[config.mk]
export PLATFORM = sky130hd
export DESIGN_NAME = revelador_casillas
export DESIGN_NICKNAME = d
export VERILOG_FILES = /design/src/rtl/revelador_casillas.sv
export SDC_FILE = /design/constraint.sdc
export NUM_CORES = 1
export LEC_CHECK = 0
export ABC_AREA = 1
export BUFFER_PORTS_ARGS = -buffer_cell sky130_fd_sc_hd__clkbuf_2
export CAP_MARGIN = 15
export CORE_MARGIN = 4
export CORE_UTILIZATION = 58
export DETAILED_ROUTE_END_ITERATION = 7
export PLACE_DENSITY = 0.82
export SYNTH_ARGS = -nofsm -noshare
export SYNTH_HDL_FRONTEND = slang
export SYNTH_SLANG_ARGS = --single-unit
[constraint.sdc]
create_clock -name clk -period 14.7 [get_ports clk]
set_clock_uncertainty 0.05 [all_clocks]
set_input_delay 0 -clock clk [delete_from_list [all_inputs] [get_ports clk]]
set_output_delay 0 -clock clk [all_outputs]
set_load 0.005 [all_outputs]
[src/rtl/revelador_casillas.sv]
// Flood-reveal sequencer for the 8x8 buscaminas board: reveals the selected cell and,
// for zero-count cells, walks connected zero regions breadth-first through an internal FIFO.
module revelador_casillas #(
    parameter int FILAS    = 8,
    parameter int COLUMNAS = 8
) (
    input  logic       clk,
    input  logic       rst,
    input  logic       start,
    input  logic [2:0] i_in,
    input  logic [2:0] j_in,
    output logic [2:0] rd_i,
    output logic [2:0] rd_j,
    input  logic [6:0] rd_data,
    output logic       wr_en,
    output logic [2:0] wr_i,
    output logic [2:0] wr_j,
    output logic [6:0] wr_data,
    output logic       busy,
    output logic       done,
    output logic       mine_hit,
    output logic [6:0] revealed_count
);

    localparam int CELDAS = FILAS * COLUMNAS;

    typedef enum logic [2:0] {
        IDLE  = 3'd0,
        POP   = 3'd1,
        EVAL  = 3'd2,
        NEIGH = 3'd3,
        DONE  = 3'd4
    } state_t;

    state_t             state_q, state_d;
    logic [5:0]         fifo_q [CELDAS];
    logic [5:0]         head_q, head_d;
    logic [5:0]         tail_q, tail_d;
    logic [6:0]         occ_q, occ_d;
    logic [CELDAS-1:0]  visited_q, visited_d;
    logic [2:0]         cur_i_q, cur_i_d;
    logic [2:0]         cur_j_q, cur_j_d;
    logic [2:0]         k_q, k_d;
    logic               mine_hit_q, mine_hit_d;
    logic [6:0]         count_q, count_d;

    logic               enq_en;
    logic [5:0]         enq_addr;
    logic [5:0]         enq_data;
    logic signed [3:0]  di, dj, ni, nj;
    logic [5:0]         n_idx;

    assign rd_i           = cur_i_q;
    assign rd_j           = cur_j_q;
    assign wr_i           = cur_i_q;
    assign wr_j           = cur_j_q;
    assign busy           = (state_q != IDLE);
    assign done           = (state_q == DONE);
    assign mine_hit       = mine_hit_q;
    assign revealed_count = count_q;

    // Neighbour offsets in row-major order; an out-of-range coordinate (-1 or 8) sets bit 3.
    always_comb begin
        di = 4'sd0;
        dj = 4'sd0;
        case (k_q)
            3'd0: begin di = -4'sd1; dj = -4'sd1; end
            3'd1: begin di = -4'sd1; dj =  4'sd0; end
            3'd2: begin di = -4'sd1; dj =  4'sd1; end
            3'd3: begin di =  4'sd0; dj = -4'sd1; end
            3'd4: begin di =  4'sd0; dj =  4'sd1; end
            3'd5: begin di =  4'sd1; dj = -4'sd1; end
            3'd6: begin di =  4'sd1; dj =  4'sd0; end
            default: begin di = 4'sd1; dj = 4'sd1; end
        endcase
        ni    = $signed({1'b0, cur_i_q}) + di;
        nj    = $signed({1'b0, cur_j_q}) + dj;
        n_idx = {ni[2:0], nj[2:0]};
    end

    always_comb begin
        state_d    = state_q;
        head_d     = head_q;
        tail_d     = tail_q;
        occ_d      = occ_q;
        visited_d  = visited_q;
        cur_i_d    = cur_i_q;
        cur_j_d    = cur_j_q;
        k_d        = k_q;
        mine_hit_d = mine_hit_q;
        count_d    = count_q;
        enq_en     = 1'b0;
        enq_addr   = tail_q;
        enq_data   = 6'd0;
        wr_en      = 1'b0;
        wr_data    = rd_data | 7'b1000000;

        case (state_q)
            IDLE: begin
                if (start) begin
                    visited_d                 = '0;
                    visited_d[{i_in, j_in}]   = 1'b1;
                    enq_en                    = 1'b1;
                    enq_addr                  = 6'd0;
                    enq_data                  = {i_in, j_in};
                    head_d                    = 6'd0;
                    tail_d                    = 6'd1;
                    occ_d                     = 7'd1;
                    count_d                   = 7'd0;
                    mine_hit_d                = 1'b0;
                    state_d                   = POP;
                end
            end
            POP: begin
                if (occ_q == 7'd0) begin
                    state_d = DONE;
                end else begin
                    {cur_i_d, cur_j_d} = fifo_q[head_q];
                    head_d             = head_q + 6'd1;
                    occ_d              = occ_q - 7'd1;
                    state_d            = EVAL;
                end
            end
            EVAL: begin
                if (rd_data[6] || rd_data[5]) begin
                    state_d = POP;
                end else begin
                    wr_en   = 1'b1;
                    count_d = count_q + 7'd1;
                    if (rd_data[4]) begin
                        mine_hit_d = 1'b1;
                        state_d    = DONE;
                    end else if (rd_data[3:0] == 4'd0) begin
                        k_d     = 3'd0;
                        state_d = NEIGH;
                    end else begin
                        state_d = POP;
                    end
                end
            end
            NEIGH: begin
                if (!ni[3] && !nj[3] && !visited_q[n_idx]) begin
                    enq_en           = 1'b1;
                    enq_addr         = tail_q;
                    enq_data         = n_idx;
                    tail_d           = tail_q + 6'd1;
                    occ_d            = occ_q + 7'd1;
                    visited_d[n_idx] = 1'b1;
                end
                k_d = k_q + 3'd1;
                if (k_q == 3'd7) begin
                    state_d = POP;
                end
            end
            DONE: begin
                state_d = IDLE;
            end
            default: begin
                state_d = IDLE;
            end
        endcase
    end

    always_ff @(posedge clk or posedge rst) begin
        if (rst) begin
            state_q    <= IDLE;
            head_q     <= 6'd0;
            tail_q     <= 6'd0;
            occ_q      <= 7'd0;
            visited_q  <= '0;
            cur_i_q    <= 3'd0;
            cur_j_q    <= 3'd0;
            k_q        <= 3'd0;
            mine_hit_q <= 1'b0;
            count_q    <= 7'd0;
            for (int n = 0; n < CELDAS; n++) begin
                fifo_q[n] <= 6'd0;
            end
        end else begin
            state_q    <= state_d;
            head_q     <= head_d;
            tail_q     <= tail_d;
            occ_q      <= occ_d;
            visited_q  <= visited_d;
            cur_i_q    <= cur_i_d;
            cur_j_q    <= cur_j_d;
            k_q        <= k_d;
            mine_hit_q <= mine_hit_d;
            count_q    <= count_d;
            if (enq_en) begin
                fifo_q[enq_addr] <= enq_data;
            end
        end
    end

endmodule
==> metrics.csv <==
stage,metric,value,unit
die,Die H,220.9,um
setup_path,"delay-heaviest family, CP",simple AND/OR/NAND/NOR gates,
finish,"commonest non-fill, non-tap cells in the layout","nand2_1, dfrtp_1, nor2_1",
route,starting DRC count in detailed routing,2990,
sta,Final Cycle Share,41.81,%
setup_path,crit-path max FO,84,
route,routed wire length,74250,um
sta,Tightest Pin Transition,1.263,ns
setup_path,FF-to-FF setup slack,8.55,ns
power_and_ir_drop,Lkg Pwr,14.64,nW
route,DR pass1 iterations,6,
min_path,Hold Crit Class,input port to asynchronous set/reset pin,
sta,Post-Route Setup TNS,0,ns
setup_path,Crit Path Category,flip-flop to flip-flop,
setup_path,critical-path cell list,ha_1 -> ha_1 -> inv_1 -> nand3_1 -> inv_1 -> nand2_1 -> ha_1 -> fa_1 -> inv_2 -> nand2_1 -> nand2_1 -> nand2_1 -> nand2_1 -> nand2_1 -> nand2_1 -> nor2_1 -> nand3_2 -> nand2_8 -> nand2_4 -> buf_4 -> nand2_1 -> o21ai_1,
sta,setup violators final,0,
die,Initial Util,59.07,%
sta,Final Hold Vio Count,0,
synthesis,Post-Syn Area,0.02629,sq mm
route,drt via density,5.877,
placed_design,Port Buffers,44,
setup_path,slowest CP cell,fa_1,
clock_network,Post-CTS Setup Inserts,0,
placed_design,dpl hpwl,44170,um
placed_design,Placer Congestion,0.9167,
outcome,status,finished clean,
setup_path,Worst path max stage delay,1.05,ns
clock_network,CTS tree,built,
synthesis,#FFs+latches synth,487,
synthesis,sequential fraction of the synthesis area,46.35,%
global_route,largest net degree at the start of global routing,165,
die,Core Region,0.04451,sq mm
global_route,first-pass GRT wire length,121100,um
setup_path,startpoint type of the worst setup path,flip-flop,
setup_path,Arrival @ worst endpoint,6.56,ns
clock_network,clock slew at reported path FFs,0.06,ns
setup_path,Worst Path Buf+Inv,4,
synthesis,Synth Flop Type,dfrtp_1,
die,Die ar.,0.04880,sq mm
finish,layout cells sized above 1,8.989,%
finish,synthesis-to-layout area growth,8.823,%
power_and_ir_drop,maximum VDD drop,0.1893,mV
setup_path,worst path required time,15.11,ns
route,total number of vias,23950,
clock_network,TritonCTS sink count,487,
die,I/O pin count,46,
setup_path,"Top cell by count, worst path",nand2_1,
clock_network,clk root buf,clkbuf_16,
clock_network,TritonCTS Buffers,52,
route,DRC violations left,0,
synthesis,number of synthesized flops with an enable pin,0,
synthesis,synth unique cells,42,
global_route,antenna violations before repair,1,
sta,RSZ-0062 raised after global routing,no,
synthesis,Post-Syn Nets,3521,
power_and_ir_drop,Pwr Density,183.7,mW/mm^2
global_route,All-Layer GR Usage,29.78,%
clock_network,clock tree buffer depth,3,
finish,"most common cell after layout, fill and taps aside",nand2_1,
route,Wirelength per Cell,18.22,um
global_route,grt ovf,0,
finish,Final nets,3479,
route,final antenna-violating net count,0,
flow_run,Max Cap Viol,0,
global_route,vias in the first global route,22740,
synthesis,asr flop ratio synth,100.0,%
synthesis,Yosys warning count,0,
setup_path,RR Startpoint,k_q[0],
synthesis,Mapped Cells,3482,
power_and_ir_drop,Pwr Total,5.256,mW
sta,max-slew violations,0,
sta,Final min period,6.146,ns
synthesis,Mean Syn Cell Area,7.550,sq um
clock_network,H-tree Lvls,2,
clock_network,clock latency on the worst-skew pair,0.62,ns
setup_path,Critical Path Start,k_q[0],
sta,fmax,162.7,MHz
setup_path,crit end category,flip-flop,
sta,Slew Limit Headroom,15.17,%
die,die span in x,220.9,um
die,row count,77,
cell families (layout without fill, tap and decap cells):
logic type,Yosys count,count (layout),synth area share [%]
AOI/OAI and AO/OA,560,560,12.65
buffers and inverters,336,336,5.901
other,1,2,0.01426
DFF,487,487,46.35
xor gates and xnor gates,10,10,0.3331
adders and majority gates,23,23,1.180
and+or+nand+nor,2065,2065,33.56
registers in the layout, summed over array words and instances, names as in the netlist:
register / count
fifo_q: 384
head_q: 6
k_q: 3
mine_hit: 1
occ_q: 7
rd_i: 3
rd_j: 3
revealed_count: 7
state_q: 3
tail_q: 6
visited_q: 64
layout make-up:
cell class,count,area (sq um)
fill,3700,15900
multi-input combinational,2659,12640
sequential,487,12190
clock buffer,67,1499
tap,592,740.7
inverter,156,600.6
timing repair buffer,84,585.6
clock inverter,29,351.6
antenna,1,2.502
tightest hold or removal path, stage by stage:
cell and delay, ns:
dlygate4sd3_1 0.53, clkbuf_2 0.14, inv_8 0.56
per-stage QoR:
step	cells	hold WS, ns	instance area, sq um	setup slack, ns	util, %
3_5_place_dp	3956	0.1397	26540	8.633	59.62
3_3_place_gp	3956	0.1370	26540	8.798	59.62
2_1_floorplan	3482	0.03082	26290	1.059	-
5_1_grt	4075	0.1259	28610	8.004	64.28
4_1_cts	4073	0.07530	28600	8.595	64.25
6_report	4075	0.04589	28610	8.554	64.28
layer usage:
metal	vias to the layer above	part of all wire, %	GRT usage, %
li1	11160	-	-
met5	-	0	0
met4	0	4.4	12.38
met2	1149	46	47.26
met1	11410	41	41.16
met3	229	8.7	4.850
cell usage after synthesis (40+ instances only):
cell,count,share of area [%]
dfrtp_1,487,46
nor2_1,348,5.0
nand2_1,1524,22
a22oi_1,64,1.8
nand3_1,59,1.1
nand3_4,58,3.9
inv_2,69,0.99
clkbuf_1,82,1.2
inv_1,85,1.2
o22ai_1,55,1.3
o211ai_1,40,1.1
o21bai_1,55,1.6
o21ai_0,232,4.4
o21ai_1,75,1.4
buf_2,46,0.88
what timing repair did:
| item | CTS | global route |
|---|---|---|
| resized for setup | 0 | 0 |
| endpoints found under the hold margin | 162 | 0 |
| hold buffers | 21 | 0 |
final timing paths:
path,to,cells past startpoint
hold reg to reg,fifo_q[252],2
min in group clk,wr_data[3],2
setup reg to reg,visited_q[43],22
hold / removal,fifo_q[318],3
setup / recovery,visited_q[43],22
max in group asynchronous,fifo_q[262],5
power breakdown:
group          leakage [nW]  switching [mW]  internal (mW)
clock                 0.928           0.576          0.844
sequential             6.75           0.113           1.45
combinational          6.96            1.79          0.487
total                  14.6            2.48           2.78
(Power assumes the default switching activity.)
